`config.mk`:
```
export PLATFORM = sky130hd
export DESIGN_NAME = reg_write
export DESIGN_NICKNAME = d
export VERILOG_FILES = /design/src/rtl/reg_pkg.sv /design/src/rtl/wb_fifo.sv /design/src/rtl/reg_write.sv
export SDC_FILE = /design/constraint.sdc
export NUM_CORES = 1
export LEC_CHECK = 0
export BUFFER_PORTS_ARGS = -buffer_cell sky130_fd_sc_hd__buf_2
export CORE_ASPECT_RATIO = 1.4
export CORE_UTILIZATION = 40
export DETAILED_ROUTE_END_ITERATION = 6
export GPL_TIMING_DRIVEN = 1
export SLEW_MARGIN = 15
export SYNTH_ARGS = -nofsm -noshare
export SYNTH_HDL_FRONTEND = slang
export SYNTH_SLANG_ARGS = --single-unit
```
`constraint.sdc`:
```
create_clock -name clk -period 5.87 [get_ports clk]
set_input_delay 0.2935 -clock clk [delete_from_list [all_inputs] [get_ports clk]]
set_output_delay 0.2935 -clock clk [all_outputs]
set_load 0.01 [all_outputs]
```
`src/rtl/reg_pkg.sv`:
```
// Shared register-file parameters and the buffered write entry format,
// used by the write path, the read mux and the ALU.
package reg_pkg;
  localparam int REG_W  = 8;
  localparam int NREG   = 16;
  localparam int ADDR_W = 4;
  localparam int DEPTH  = 2;

  typedef struct packed {
    logic [ADDR_W-1:0] addr;
    logic [REG_W-1:0]  data;
  } wr_entry_t;

  localparam int ENTRY_W = $bits(wr_entry_t);
endpackage

```
`src/rtl/wb_fifo.sv`:
```
// Write buffer: DEPTH-entry FIFO with a per-slot view for pending decode.
// Push is ignored while full and pop is ignored while empty; full/empty come from state only.
module wb_fifo #(
  parameter int W     = 12,
  parameter int DEPTH = 2
) (
  input  logic                    clk,
  input  logic                    rst_n,
  input  logic                    i_push,
  input  logic [W-1:0]            i_push_dat,
  input  logic                    i_pop,
  output logic                    o_full,
  output logic                    o_empty,
  output logic [W-1:0]            o_head_dat,
  output logic [DEPTH-1:0][W-1:0] o_ent_dat,
  output logic [DEPTH-1:0]        o_ent_vld
);
  localparam int PW = (DEPTH > 1) ? $clog2(DEPTH) : 1;
  localparam int CW = $clog2(DEPTH + 1);

  logic [DEPTH-1:0][W-1:0] r_mem;
  logic [PW-1:0]           r_head;
  logic [PW-1:0]           r_tail;
  logic [CW-1:0]           r_count;
  logic                    w_push;
  logic                    w_pop;

  function automatic logic [PW-1:0] ptr_inc(input logic [PW-1:0] p);
    return (p == PW'(DEPTH - 1)) ? '0 : p + PW'(1);
  endfunction

  assign o_full     = (r_count == CW'(DEPTH));
  assign o_empty    = (r_count == '0);
  assign w_push     = i_push && !o_full;
  assign w_pop      = i_pop && !o_empty;
  assign o_head_dat = r_mem[r_head];
  assign o_ent_dat  = r_mem;

  always_ff @(posedge clk) begin
    if (w_push) r_mem[r_tail] <= i_push_dat;
  end

  always_ff @(posedge clk or negedge rst_n) begin
    if (!rst_n) begin
      r_head  <= '0;
      r_tail  <= '0;
      r_count <= '0;
    end else begin
      if (w_push) r_tail <= ptr_inc(r_tail);
      if (w_pop)  r_head <= ptr_inc(r_head);
      if (w_push && !w_pop)      r_count <= r_count + CW'(1);
      else if (w_pop && !w_push) r_count <= r_count - CW'(1);
    end
  end

  // A slot is live when its distance from the head is below the occupancy.
  always_comb begin
    int off;
    off       = 0;
    o_ent_vld = '0;
    for (int i = 0; i < DEPTH; i++) begin
      off = i - int'(r_head);
      if (off < 0) off = off + DEPTH;
      o_ent_vld[i] = (off < int'(r_count));
    end
  end
endmodule

```
`src/rtl/reg_write.sv`:
```
// Register array write path: requests queue in wb_fifo and commit one per cycle
// unless frozen; wr_ready drops only when the buffer is full.
module reg_write #(
  parameter int REG_W = reg_pkg::REG_W,
  parameter int NREG  = reg_pkg::NREG,
  parameter int DEPTH = reg_pkg::DEPTH
) (
  input  logic                      clk,
  input  logic                      rst_n,
  input  logic                      wr_valid,
  output logic                      wr_ready,
  input  logic [reg_pkg::ADDR_W-1:0] wr_addr,
  input  logic [REG_W-1:0]          wr_data,
  input  logic                      freeze,
  output logic [REG_W-1:0]          r0,
  output logic [REG_W-1:0]          r1,
  output logic [REG_W-1:0]          r2,
  output logic [REG_W-1:0]          r3,
  output logic [REG_W-1:0]          r4,
  output logic [REG_W-1:0]          r5,
  output logic [REG_W-1:0]          r6,
  output logic [REG_W-1:0]          r7,
  output logic [REG_W-1:0]          r8,
  output logic [REG_W-1:0]          r9,
  output logic [REG_W-1:0]          r10,
  output logic [REG_W-1:0]          r11,
  output logic [REG_W-1:0]          r12,
  output logic [REG_W-1:0]          r13,
  output logic [REG_W-1:0]          r14,
  output logic [REG_W-1:0]          r15,
  output logic [NREG-1:0]           pending
);
  import reg_pkg::*;

  logic [REG_W-1:0]              r_regs [NREG];
  wr_entry_t                     w_push_ent;
  wr_entry_t                     w_head;
  logic [ENTRY_W-1:0]            w_head_raw;
  logic [DEPTH-1:0][ENTRY_W-1:0] w_ent_raw;
  logic [DEPTH-1:0]              w_ent_vld;
  logic                          w_full;
  logic                          w_empty;
  logic                          w_commit;

  assign w_push_ent = '{addr: wr_addr, data: wr_data};
  assign w_head     = wr_entry_t'(w_head_raw);
  assign wr_ready   = !w_full;
  assign w_commit   = !w_empty && !freeze;

  wb_fifo #(.W(ENTRY_W), .DEPTH(DEPTH)) u_wb_fifo (
    .clk        (clk),
    .rst_n      (rst_n),
    .i_push     (wr_valid),
    .i_push_dat (w_push_ent),
    .i_pop      (!freeze),
    .o_full     (w_full),
    .o_empty    (w_empty),
    .o_head_dat (w_head_raw),
    .o_ent_dat  (w_ent_raw),
    .o_ent_vld  (w_ent_vld)
  );

  always_ff @(posedge clk or negedge rst_n) begin
    if (!rst_n) begin
      for (int i = 0; i < NREG; i++) r_regs[i] <= '0;
    end else if (w_commit) begin
      r_regs[w_head.addr] <= w_head.data;
    end
  end

  always_comb begin
    wr_entry_t e;
    e       = '0;
    pending = '0;
    for (int i = 0; i < DEPTH; i++) begin
      e = wr_entry_t'(w_ent_raw[i]);
      if (w_ent_vld[i]) pending[e.addr] = 1'b1;
    end
  end

  assign r0  = r_regs[0];
  assign r1  = r_regs[1];
  assign r2  = r_regs[2];
  assign r3  = r_regs[3];
  assign r4  = r_regs[4];
  assign r5  = r_regs[5];
  assign r6  = r_regs[6];
  assign r7  = r_regs[7];
  assign r8  = r_regs[8];
  assign r9  = r_regs[9];
  assign r10 = r_regs[10];
  assign r11 = r_regs[11];
  assign r12 = r_regs[12];
  assign r13 = r_regs[13];
  assign r14 = r_regs[14];
  assign r15 = r_regs[15];
endmodule
```
# Word-level counts from Yosys, hierarchy flattened

Index checks and enable logic that the tools add are counted.

Add/subtract/negate cells: 8
Magnitude comparators: 13
Eq/ne operators: 1
Muxes and demuxes: 20
Bitwise gates (word level): 2
Reduce and logical (&&, ||, !) cells: 15

Operators with widths:

| cell                                                | count |
|---|---|
| bitwise mux 128 bit                                 | 1 |
| adder 32 x 3 -> 32 bit, second input constant       | 2 |
| < comparator 32 x 1 -> 1 bit, second input constant | 2 |
| < comparator 32 x 3 -> 1 bit                        | 2 |
| two-way mux 32 bit                                  | 2 |
| two-way mux 12 bit                                  | 3 |
| demux 8 bit (select 4 bit)                          | 1 |
| two-way mux 16 bit                                  | 2 |
| bitwise mux 24 bit                                  | 1 |
| bitwise OR 16 bit                                   | 1 |
| demux 12 bit (select 1 bit)                         | 1 |
| < comparator 4 x 5 -> 1 bit, second input constant  | 2 |
| demux 1 bit (select 4 bit)                          | 2 |
| >= comparator 4 x 1 -> 1 bit, second input constant | 2 |
| logical AND 1 bit                                   | 8 |
| two-way mux 8 bit                                   | 1 |
| >= comparator 5 bit, second input constant          | 1 |
| zero test 1 bit                                     | 5 |
| < comparator 5 x 1 -> 1 bit, second input constant  | 1 |
| inverter 4 -> 5 bit                                 | 1 |
| < comparator 1 x 2 -> 1 bit, second input constant  | 2 |
| two-way mux 1 bit                                   | 4 |
| two-way mux 2 bit                                   | 2 |
| subtractor 1 x 1 -> 2 bit, first input constant     | 2 |
| 7 further kinds                                     | 8 |

Bits in registers: 156
Input port bits: 16
Output and inout bits: 145
Word-level logic and storage cells: 80

# Longest topological paths before layout

Gate-level depths: netlist (run 1).

Depth after elaboration: 8
Depth in mapped cells: 7

# Modules after synthesis

Synthesis (run 1) repeated with hierarchy kept, for this count alone.

Cells, all modules: 390
Area total of the unflattened synthesis: 6,237.2 um^2

By module, submodules not included:

| module    | instances | cells an instance | area each (um^2) | sequential area each (um^2) |
|---|---|---|---|---|
| reg_write | 1         | 329               | 5,083.6          | 3,203.1 |
| wb_fifo   | 1         | 61                | 1,153.6          | 820.8 |

# Worst setup path before layout (run 1)

Ideal clock, no wire load.

Path type: flip-flop to output port
Start point: reg u_wb_fifo.r_head
End point: out pending[0]
Arrival time: 1.760 ns
Data required time: 5.577 ns
Path slack: 3.817 ns
Stages on the path, launching flop included: 7
Cells stage by stage: dfrtp_1 > buf_6 > buf_2 > inv_1 > a21o_1 > or3b_2 > o22ai_1

Word-level cells in the longest chain between the ends: 7

RTL lines:

| what                                                                          | RTL line        | text |
|---|---|---|
| start, declared                                                               | wb_fifo.sv:22   | `logic [PW-1:0] r_head;` |
| start signal, assigned                                                        | wb_fifo.sv:50   | `if (w_pop) r_head <= ptr_inc(r_head);` |
| subtractor 1 x 1 -> 2 bit                                                     | wb_fifo.sv:62   | `off = i - int'(r_head);` |
| adder 32 x 3 -> 32 bit / < comparator 32 x 1 -> 1 bit (equally long branches) | wb_fifo.sv:63   | `if (off < 0) off = off + DEPTH;` |
| two-way mux 32 bit                                                            | wb_fifo.sv:63   |  |
| < comparator 32 x 3 -> 1 bit                                                  | wb_fifo.sv:64   | `o_ent_vld[i] = (off < int'(r_count));` |
| two-way mux 16 bit                                                            | reg_write.sv:77 | `if (w_ent_vld[i]) pending[e.addr] = 1'b1;` |
| bitwise OR 16 bit (no line)                                                   | n/a             |  |
| two-way mux 16 bit *                                                          | reg_write.sv:77 |  |
| end, declared                                                                 | reg_write.sv:31 | `output logic [NREG-1:0] pending` |

Mark *: on every way between the ends. The rest lies on a longest branch, timed or not.

# Worst setup path in the final report (run 1)

Start point: reg u_wb_fifo.r_head
End point: reg r_regs (netlist bit r2[1])

Word-level cells in the longest chain between the ends: 8

RTL lines:

| what                                                                                            | RTL line        | text |
|---|---|---|
| two-way mux 12 bit (implied by the code) * (2 in series)                                        | wb_fifo.sv:36   | `assign o_head_dat = r_mem[r_head];` |
| inverter 4 -> 5 bit (implied by the code)                                                       | reg_write.sv:67 | `r_regs[w_head.addr] <= w_head.data;` |
| >= comparator 5 bit (implied by the code) / < comparator 5 x 1 -> 1 bit (equally long branches) | reg_write.sv:67 |  |
| logical AND 1 bit (implied by the code)                                                         | reg_write.sv:67 |  |
| two-way mux 8 bit (implied by the code)                                                         | reg_write.sv:67 |  |
| demux 8 bit (select 4 bit)                                                                      | reg_write.sv:67 |  |
| bitwise mux 128 bit *                                                                           | reg_write.sv:67 |  |
| end signal, assigned by index                                                                   | reg_write.sv:67 |  |
| end, declared                                                                                   | reg_write.sv:35 | `logic [REG_W-1:0] r_regs [NREG];` |

Mark *: on every way between the ends. The rest lies on a longest branch, timed or not. The select of a mux whose other input is x is not followed.
A chain may end at the register's enable or synchronous reset.

==> impl_metrics.csv, run 1 <==
group,metric,value,unit
cts,cts.sinks,156,
floorplanning,core_area,15540,sq um
floorplanning,die_x,108.2,um
logic_synthesis,synth_cell_type_count,38,
cts,cts_max_path_buffers,2,
power_and_ir_drop,seq_power_share,40.3,%
cts,clk_pin_slew_worst_paths,0.06,ns
power_and_ir_drop,p_sw_share,38.58,%
route,wl,15730,um
floorplanning,start_util,40.66,%
logic_synthesis,synth_top_area_share,52.28,%
logic_synthesis,yosysTopAreaCell,"dfrtp_1",
finish,n_fill_cell,1401,
timing,fin_crit,2.642,ns
cts,clock_latency,0.41,ns
grt,overflow,0,
logic_synthesis,synth_edf_count,24,
floorplanning,io_pins,161,
route,ant_nets,0,
power_and_ir_drop,powerDensity,608.8,nW/um^2
status,status,"completed",
logic_synthesis,avgSynthCellArea,11.92,sq um
logic_synthesis,ys.flop_type,"dfrtp_1",
route,drt_pass1_iterations,4,
timing,finClkSkew,0.008785,ns
logic_synthesis,ys_warn_count,0,
cts,cts.htree.levels,4,
cts,cts-root-buf,"clkbuf_16",
cts,ctsHoldBuffers,1,
finish,area.growth.synth_to_final,24.38,%
grt,grt_pass1_wl,24250,um
finish,antenna_cells,0,
logic_synthesis,syn_nets,547,
timing,tightestPinTransition,1.083,ns
power_and_ir_drop,power_switching,1.846,mW
power_and_ir_drop,p_int,2.939,mW
critical_path,critPathKind,"reg -> reg",
logic_synthesis,netlist_area,6319,sq um
placement,io_buffer_count,160,
logic_synthesis,synth_seq_cells,156,
cts,postCtsResizedCells,0,
critical_path,crit_arrival,2.89,ns
route,drt-initial-drc-count,196,
power_and_ir_drop,totalPowerFinal,4.784,mW
critical_path,cp-start-kind,"flop",
power_and_ir_drop,clkPwrFrac,22.7,%
critical_path,cpMaxStageDelayCell,"dfrtp_2",
hold_path,hold_class,"in -> reg",
timing,rsz0062_at_grt,"no",
critical_path,path_buf_inv,0,
cts,numCtsBuffers,17,
floorplanning,core.rowCount,54,
timing,setup_tns,0,ns
finish,multiInputGateArea,2097,sq um
run,cap_violations,0,
timing,hold_violations,0,
placement,dp_hpwl,11130,um
floorplanning,dieArea,16310,sq um
logic_synthesis,async_reset_ff_share,84.62,%
timing,fin_ws,3.228,ns
cts,cts_setup_buffers,0,
logic_synthesis,yosysSeqAreaShare,63.68,%
critical_path,crit_required,6.12,ns
power_and_ir_drop,irDropWorstVdd,0.3089,mV
timing,slew_viol_final,0,
timing,setup_viol,0,
critical_path,crit_fanout,22,
logic_synthesis,synth_common_cells,"dfrtp_1 (132), nor2_1 (84), a21oi_1 (76)",
placement,place.gp.congestion,0.7534,
finish,regArea,4025,sq um
route,drc,0,
power_and_ir_drop,power.leakage,3.497,nW
critical_path,endpoint_kind,"flop",
logic_synthesis,synthCells,530,
cts,cts_tree,"yes",
route,vias,4519,
grt,antenna_found_initial,0,
critical_path,worstPathCellList,"mux2i_4 > o2111ai_1 > nand2_1 > o21ai_0",
critical_path,cp_top_family,"flip-flops",
route,routedWlPerCell,17.52,um
grt,grt_usage,20.05,%
finish,nNetsFinal,706,
logic_synthesis,yosys-top-cells-area,"dfrtp_1 (52%), edfxtp_1 (11%), a21oi_1 (6.0%), nor2_1 (5.0%), a2111oi_4 (4.4%)",
timing,period_share,45.02,%
floorplanning,die_h,150.7,um
grt,grt_pass1_vias,4283,
power_and_ir_drop,p_comb_share,37.0,%
route,vias_per_cell,5.032,
critical_path,cp_slowest_stage_delay,0.80,ns
timing,max-slew-margin-rel,26.38,%
finish,drive_gt1_share,33.48,%
logic_synthesis,yosysMostFrequentCell,"dfrtp_1",
placement,place_ws,2.837,ns
grt,grt_max_degree,75,
timing,timing.fmax,378.4,MHz
through the flow:
stage                     util, %  cells  cell area (sq um)  hold WS (ns)
final                       50.57    898               7859       0.07485
after floorplan                 -    530               6319     -0.002091
after global routing        50.57    898               7859       0.05885
after detailed placement    46.64    865               7248        0.4076
after CTS                   50.47    898               7843       0.05253
after global placement      46.64    865               7248        0.3943
final cells by class:
type | instances | share of cell area [%]
Timing Repair Buffer | 168 | 11.02
Sequential cell | 156 | 51.22
Inverter | 11 | 0.5254
Clock inverter | 11 | 1.704
Clock buffer | 21 | 5.732
Tap cell | 196 | 3.121
Multi-Input combinational cell | 335 | 26.68
final timing paths:
kind / depth (start not counted) / slack (ns) / from / end
worst max-delay path: 4 / 3.23 / u_wb_fifo.r_head$_DFFE_PN0P_ / r2[1]$_DFFE_PN0P_
max in group asynchronous: 3 / 3.93 / rst_n / u_wb_fifo.r_head$_DFFE_PN0P_
worst min register to register: 2 / 0.48 / r0[7]$_DFFE_PN0P_ / r0[7]$_DFFE_PN0P_
min in group asynchronous: 2 / 0.48 / rst_n / r12[6]$_DFFE_PN0P_
worst min-delay path: 1 / 0.07 / wr_addr[3] / u_wb_fifo.o_ent_dat[23]$_DFFE_PP_
worst max register to register: 4 / 3.23 / u_wb_fifo.r_head$_DFFE_PN0P_ / r2[1]$_DFFE_PN0P_
sequential cells by signal (all words and copies together), names as in the netlist:
| name | cells |
|---|---|
| r0 | 8 |
| r1 | 8 |
| r10 | 8 |
| r11 | 8 |
| r12 | 8 |
| r13 | 8 |
| r14 | 8 |
| r15 | 8 |
| r2 | 8 |
| r3 | 8 |
| r4 | 8 |
| r5 | 8 |
| r6 | 8 |
| r7 | 8 |
| r8 | 8 |
| r9 | 8 |
| u_wb_fifo.o_ent_dat | 24 |
| u_wb_fifo.r_count | 2 |
| u_wb_fifo.r_head | 1 |
| u_wb_fifo.r_tail | 1 |
power by group through the flow:
stage                     registers, mW  logic, mW  clock network [mW]
after floorplan                    2.07      0.851                   0
after global placement             1.92       1.76                   0
after detailed placement           1.94       1.79                   0
after CTS                          1.93       1.79                1.11
after global routing               1.99       1.95                1.15
final                              1.93       1.77                1.09
kinds of logic after synthesis:
kind of cell | after synthesis | share of synthesized area [%]
AOI/OAI and AO/OA | 154 | 16.99
xor gates and xnor gates | 5 | 0.6932
adders and majority gates | 1 | 0.1980
buffers and inverters | 39 | 3.842
DFF | 156 | 63.68
muxes | 20 | 3.663
and+or+nand+nor | 155 | 10.93
routing by layer:
metal  share of wire [%]  track usage [%]  wire (um)  up-vias
met5                   0                0          0        -
met4                0.76            5.000        119        0
met3                 5.0            5.584        779        6
met2                  51            33.22       8017      120
met1                  43            25.83       6816     2228
li1                    -                -          -     2165
layout by cell type, fill, tap and decap left out, types with 4 or more instances in the layout:
master and instances:
edfxtp_1 24, inv_1 10, buf_4 8, a21oi_1 76
a21oi_2 4, a2111oi_4 10, o22ai_1 15, o21ai_0 40
nand2b_1 7, mux2i_1 8, nor2_1 84, buf_2 159
mux2i_2 7, dfrtp_1 131, nand2_1 45, nand3b_1 5
clkbuf_16 17
No activity file was read; power rests on OpenSTA's default activity.
==> run 2, diff against run 1 <==
--- a/config.mk
+++ b/config.mk
@@ -10,6 +10,7 @@
 export CORE_UTILIZATION = 40
 export DETAILED_ROUTE_END_ITERATION = 6
 export GPL_TIMING_DRIVEN = 1
+export PLACE_DENSITY = 0.65
 export SLEW_MARGIN = 15
 export SYNTH_ARGS = -nofsm -noshare
 export SYNTH_HDL_FRONTEND = slang
==> constraint.sdc (replaced) <==
create_clock -name clk -period 2.3 [get_ports clk]
set_input_delay 0.115 -clock clk [delete_from_list [all_inputs] [get_ports clk]]
set_output_delay 0.115 -clock clk [all_outputs]
set_load 0.01 [all_outputs]
==> run 2 against run 1 <==
  * Routed wire length grew 7.0%
  * Final area up 3.5%
  * Critical endpoint is now pending[2]
  * Flip-flop and latch count is the same
  * Critical path type is now reg -> out
==> impl_metrics.csv, run 2 (same netlist as run 1, synthesis figures left out) <==
group,metric,value,unit
floorplanning,core.rowCount,54,
floorplanning,start_util,40.66,%
timing,slew_viol_final,0,
grt,overflow,0,
hold_path,hold_class,"in -> reg",
cts,clk_pin_slew_worst_paths,0.06,ns
hold_path,holdCritStartpoint,"wr_valid",
route,drt-initial-drc-count,198,
timing,period_share,92.96,%
grt,gr-usage-met1,26.03,%
placement,place.gp.congestion,0.7890,
timing,setup_viol,0,
critical_path,crit_fanout,4,
placement,place_inst,887,
cts,cts.htree.levels,4,
grt,grt_max_degree,53,
power_and_ir_drop,totalPowerFinal,12.39,mW
route,ant_nets,0,
route,vias_per_cell,5.155,
timing,tightestPinTransition,0.6197,ns
timing,setup_tns,0,ns
route,wl,16830,um
floorplanning,die_h,150.7,um
power_and_ir_drop,power.leakage,3.670,nW
cts,clock_latency,0.42,ns
critical_path,cp_num_cells,5,
route,drt_pass1_iterations,5,
finish,final_cell_mix,"buf_2 (159), dfrtp_1 (131), nor2_1 (84)",
finish,fin_cells,933,
cts,cts-root-buf,"clkbuf_16",
hold_path,worst_hold_path.endpoint,"u_wb_fifo.r_tail$_DFFE_PN0P_",
route,drc,0,
floorplanning,core_area,15540,sq um
timing,rsz0062_at_grt,"no",
critical_path,endpoint_kind,"primary output",
grt,grt_usage,21.45,%
grt,grtUsageMet2,36.15,%
critical_path,crit_required,2.18,ns
critical_path,cp-start-kind,"flop",
cts,cts.sinks,156,
timing,finClkSkew,0.008987,ns
power_and_ir_drop,irDropWorstVdd,0.8048,mV
route,vias,4810,
finish,drive_gt1_share,35.28,%
grt,grt_use_met3,5.801,%
finish,area.growth.synth_to_final,28.77,%
finish,final_common_cell,"buf_2",
critical_path,cp_top_family,"simple AND/OR/NAND/NOR gates",
hold_path,holdPathStages,3,
grt,grt.busiest_layer,"met2",
grt,grt_pass1_vias,4820,
route,routedWlPerCell,18.04,um
cts,cts_max_path_buffers,2,
critical_path,critPathKind,"reg -> out",
critical_path,crit_arrival,2.02,ns
cts,cts_tree,"yes",
finish,antenna_cells,0,
placement,dp_hpwl,11760,um
grt,antenna_found_initial,0,
timing,max-slew-margin-rel,58.69,%
status,status,"completed",
critical_path,reg2reg_depth,5,
floorplanning,die_x,108.2,um
timing,fin_crit,2.138,ns
cts,numCtsBuffers,17,
critical_path,cpMaxStageDelayCell,"or3b_2",
grt,grt_pass1_wl,26010,um
critical_path,reg2reg_from,"u_wb_fifo.r_head$_DFFE_PN0P_",
power_and_ir_drop,powerDensity,1523,nW/um^2
critical_path,worstPathCellList,"inv_1 > a21o_1 > or3b_2 > o22ai_1 > buf_2",
timing,timing.fmax,467.7,MHz
critical_path,cp_slowest_stage_delay,0.53,ns
run,cap_violations,0,
placement,io_buffer_count,160,
critical_path,path_buf_inv,2,
critical_path,reg2reg_slack,0.27,ns
finish,largest_reg_flops,24,
timing,holdWs,0.02643,ns
timing,hold_violations,0,
critical_path,r2r-end,"r4[1]$_DFFE_PN0P_",
floorplanning,io_pins,161,
finish,nNetsFinal,741,
floorplanning,dieArea,16310,sq um
run 2: cell types whose count changed in the layout (fill, tap and decap cells not counted), sizes merged:
cell | before | now
buf | 167 | 190
bufinv | 2 | 0
clkbuf | 21 | 18
clkinv | 3 | 4
clkinvlp | 2 | 1
dlygate4sd3 | 1 | 13
inv | 15 | 20
run 2: worst max-delay path by stage:
stage,to,from
floorplan,r0[4]$_DFFE_PN0P_,u_wb_fifo.r_head$_DFFE_PN0P_
global placement,r0[2]$_DFFE_PN0P_,u_wb_fifo.r_head$_DFFE_PN0P_
detailed placement,r0[0]$_DFFE_PN0P_,u_wb_fifo.r_head$_DFFE_PN0P_
CTS,pending[3],u_wb_fifo.r_head$_DFFE_PN0P_
global route,pending[3],u_wb_fifo.r_head$_DFFE_PN0P_
finish,pending[2],u_wb_fifo.r_head$_DFFE_PN0P_
run 2: area by class of cell:
cell class,instances,area (sq um)
clock inverter,14,121.4
timing repair buffer,203,1171
inverter,11,41.29
multi-input combinational,335,2082
tap,196,245.2
clock buffer,18,450.4
fill,1392,7403
sequential,156,4025
run 2: what timing repair did:
action                                 CTS  global route
endpoints found under the hold margin  156             0
hold buffers                            13             0
setup endpoints to repair                0             4
setup buffers                            0             1
gates resized for setup                  0             1
run 2: power breakdown:
part           switching [mW]  internal (mW)
logic                    2.93           1.89
registers               0.789           4.08
clock network            1.22           1.49
total                    4.94           7.45
run 2: through the flow:
stage | worst slack, ns | util, % | instance area, sq um
after floorplan | 0.3950 | - | 6319
after global placement | 0.3457 | 47.79 | 7426
after detailed placement | 0.2625 | 47.79 | 7426
after CTS | 0.01438 | 52.30 | 8128
after global routing | 0.09688 | 52.36 | 8137
final | 0.1619 | 52.36 | 8137
run 2: worst reg2reg max path, delay by kind of cell (launching register included):
kind,cells,cell delay [ns]
DFF,1,0.42
buffers and inverters,1,0.18
and+or+nand+nor,2,0.59
AOI/OAI and AO/OA,2,0.71
run 2: layer usage:
| metal | routed length [um] | share of wire, % |
|---|---|---|
| met1 | 6713 | 40 |
| met2 | 8830 | 52 |
| met4 | 316 | 1.9 |
| met3 | 970 | 5.8 |
| met5 | 0 | 0 |
==> run 3, diff against run 2 <==
--- a/config.mk
+++ b/config.mk
@@ -5,13 +5,13 @@
 export SDC_FILE = /design/constraint.sdc
 export NUM_CORES = 1
 export LEC_CHECK = 0
-export BUFFER_PORTS_ARGS = -buffer_cell sky130_fd_sc_hd__buf_2
 export CORE_ASPECT_RATIO = 1.4
 export CORE_UTILIZATION = 40
 export DETAILED_ROUTE_END_ITERATION = 6
+export DONT_BUFFER_PORTS = 1
 export GPL_TIMING_DRIVEN = 1
-export PLACE_DENSITY = 0.65
 export SLEW_MARGIN = 15
 export SYNTH_ARGS = -nofsm -noshare
 export SYNTH_HDL_FRONTEND = slang
 export SYNTH_SLANG_ARGS = --single-unit
+export TNS_END_PERCENT = 50
==> constraint.sdc (replaced) <==
create_clock -name clk -period 2.31 [get_ports clk]
set_input_delay 0.1155 -clock clk [delete_from_list [all_inputs] [get_ports clk]]
set_output_delay 0.1155 -clock clk [all_outputs]
set_load 0.01 [all_outputs]
==> run 3 against run 2 <==
  * The flow now finishes with violations (negative hold slack)
  * Setup slack improved by 0.013 ns
  * Flip-flop and latch count unchanged
  * First-iteration DRC count increased by 23%
  * Utilization decreased by 5.0 points
  * Sequential share of layout area increased by 5.2 points
  * Clock power increased by 3%
  * Non-clock buffer count decreased by 162
  * Critical path type unchanged
  * Highest routed layer unchanged
  * Hold slack got worse by 0.63 ns
  * Critical path depth unchanged
==> impl_metrics.csv, run 3 (same netlist as run 1, synthesis figures left out) <==
group,metric,value,unit
cts,cts_max_path_buffers,2,
critical_path,endpoint_kind,"primary output",
finish,nNetsFinal,579,
critical_path,cpMaxStageDelayCell,"dfrtp_2",
finish,multiInputGateArea,2111,sq um
critical_path,cp-start-kind,"flop",
timing,period_share,92.42,%
cts,clk_pin_slew_worst_paths,0.07,ns
route,drt-initial-drc-count,244,
grt,grt_use_met3,6.104,%
floorplanning,core_area,15540,sq um
power_and_ir_drop,powerDensity,1544,nW/um^2
grt,grt_usage,20.17,%
floorplanning,core.rowCount,54,
critical_path,cp_slowest_stage_delay,0.47,ns
route,drc,0,
finish,area.growth.synth_to_final,16.48,%
cts,cts-root-buf,"clkbuf_16",
placement,place_inst,726,
finish,fin_cells,771,
run,cap_violations,0,
route,drt_pass1_iterations,4,
hold_path,hold_class,"in -> async",
grt,grt_pass1_wl,24070,um
placement,place_ws,0.2438,ns
critical_path,reg2reg_depth,3,
timing,rsz0062_at_grt,"no",
placement,place.gp.congestion,0.7501,
critical_path,crit_arrival,2.02,ns
route,wl,16110,um
critical_path,cp_top_family,"flip-flops",
cts,clock_latency,0.41,ns
grt,grtUsageMet2,35.10,%
finish,regArea,4025,sq um
timing,setup_tns,0,ns
cts,cts.htree.levels,4,
timing,hold_violations,132,
grt,grt_max_degree,133,
finish,final_cell_area,7360,sq um
status,status,"complete, but fails checks",
route,vias,4163,
timing,holdWs,-0.6042,ns
power_and_ir_drop,totalPowerFinal,11.36,mW
finish,final_core_util,47.36,%
critical_path,path_buf_inv,2,
cts,cts.sinks,156,
floorplanning,start_util,40.66,%
route,vias_per_cell,5.399,
grt,grt.busiest_layer,"met2",
cts,cts_setup_buffers,0,
finish,drive_gt1_share,17.57,%
finish,final_common_cell,"dfrtp_1",
timing,fin_ws,0.1752,ns
grt,gr-usage-met1,23.45,%
floorplanning,die_x,108.2,um
route,routedWlPerCell,20.90,um
grt,grt_pass1_vias,4215,
critical_path,worstPathCellList,"buf_4 > inv_1 > a21o_1 > or3b_4 > o32ai_2",
timing,max-slew-margin-rel,59.50,%
timing,tightestPinTransition,0.6074,ns
power_and_ir_drop,irDropWorstVdd,0.6608,mV
route,ant_nets,0,
grt,antenna_found_initial,0,
finish,final_cell_mix,"dfrtp_1 (131), nor2_1 (84), a21oi_1 (76)",
floorplanning,dieArea,16310,sq um
power_and_ir_drop,power.leakage,2.987,nW
placement,dp_hpwl,10860,um
placement,io_buffer_count,0,
critical_path,crit_fanout,9,
cts,numCtsBuffers,17,
grt,overflow,0,
cts,ctsHoldBuffers,13,
placement,placed_cell_area,6603,sq um
floorplanning,io_pins,161,
critical_path,critPathKind,"reg -> out",
critical_path,cp_num_cells,5,
finish,largest_reg_flops,24,
floorplanning,die_h,150.7,um
timing,setup_viol,0,
timing,timing.fmax,468.4,MHz
finish,n_fill_cell,1417,
critical_path,crit_required,2.19,ns
timing,fin_crit,2.135,ns
timing,finClkSkew,0.01458,ns
timing,slew_viol_final,0,
finish,antenna_cells,0,
status,violations,"negative hold slack",
cts,cts_tree,"yes",
[run 3: cell count changes in the layout (fill, tap and decap cells not counted), moves of 2 or more]
cell	previous run	this run
inv_6	6	4
clkinvlp_4	1	3
inv_8	3	1
buf_4	30	28
o22ai_1	15	12
buf_2	159	0
o22ai_2	0	3
[run 3: final timing paths]
path	startpoint	end	slack, ns
max in group asynchronous	rst_n	r6[0]$_DFFE_PN0P_	2.76
worst min-delay path	rst_n	r12[5]$_DFFE_PN0P_	-0.60
worst max-delay path	u_wb_fifo.r_head$_DFFE_PN0P_	pending[3]	0.18
worst min register to register	u_wb_fifo.r_tail$_DFFE_PN0P_	u_wb_fifo.r_tail$_DFFE_PN0P_	0.49
min in group clk	freeze	u_wb_fifo.r_head$_DFFE_PN0P_	0.02
worst max register to register	u_wb_fifo.o_ent_dat[22]$_DFFE_PP_	r8[5]$_DFFE_PN0P_	0.22
[run 3: routing by layer]
metal | up-vias | wire, um
li1 | 1911 | -
met1 | 2088 | 6337
met2 | 145 | 8522
met3 | 19 | 1020
met4 | 0 | 234
met5 | - | 0
[run 3: timing repair]
| item | CTS | global route |
|---|---|---|
| endpoints found under the hold margin | 157 | 132 |
| setup endpoints to repair | 3 | 4 |
| resized for setup | 1 | 5 |
[run 3: power breakdown]
part           switching [mW]  internal (mW)
combinational            1.82           1.11
sequential               1.57           4.06
clock                    1.19           1.61
[run 3: layout make-up]
class / count / share of cell area [%]
inverter: 11 / 0.5610
sequential: 156 / 54.69
multi-input combinational: 335 / 28.68
clock buffer: 20 / 6.358
tap: 196 / 3.332
clock inverter: 12 / 1.751
timing repair buffer: 41 / 4.624
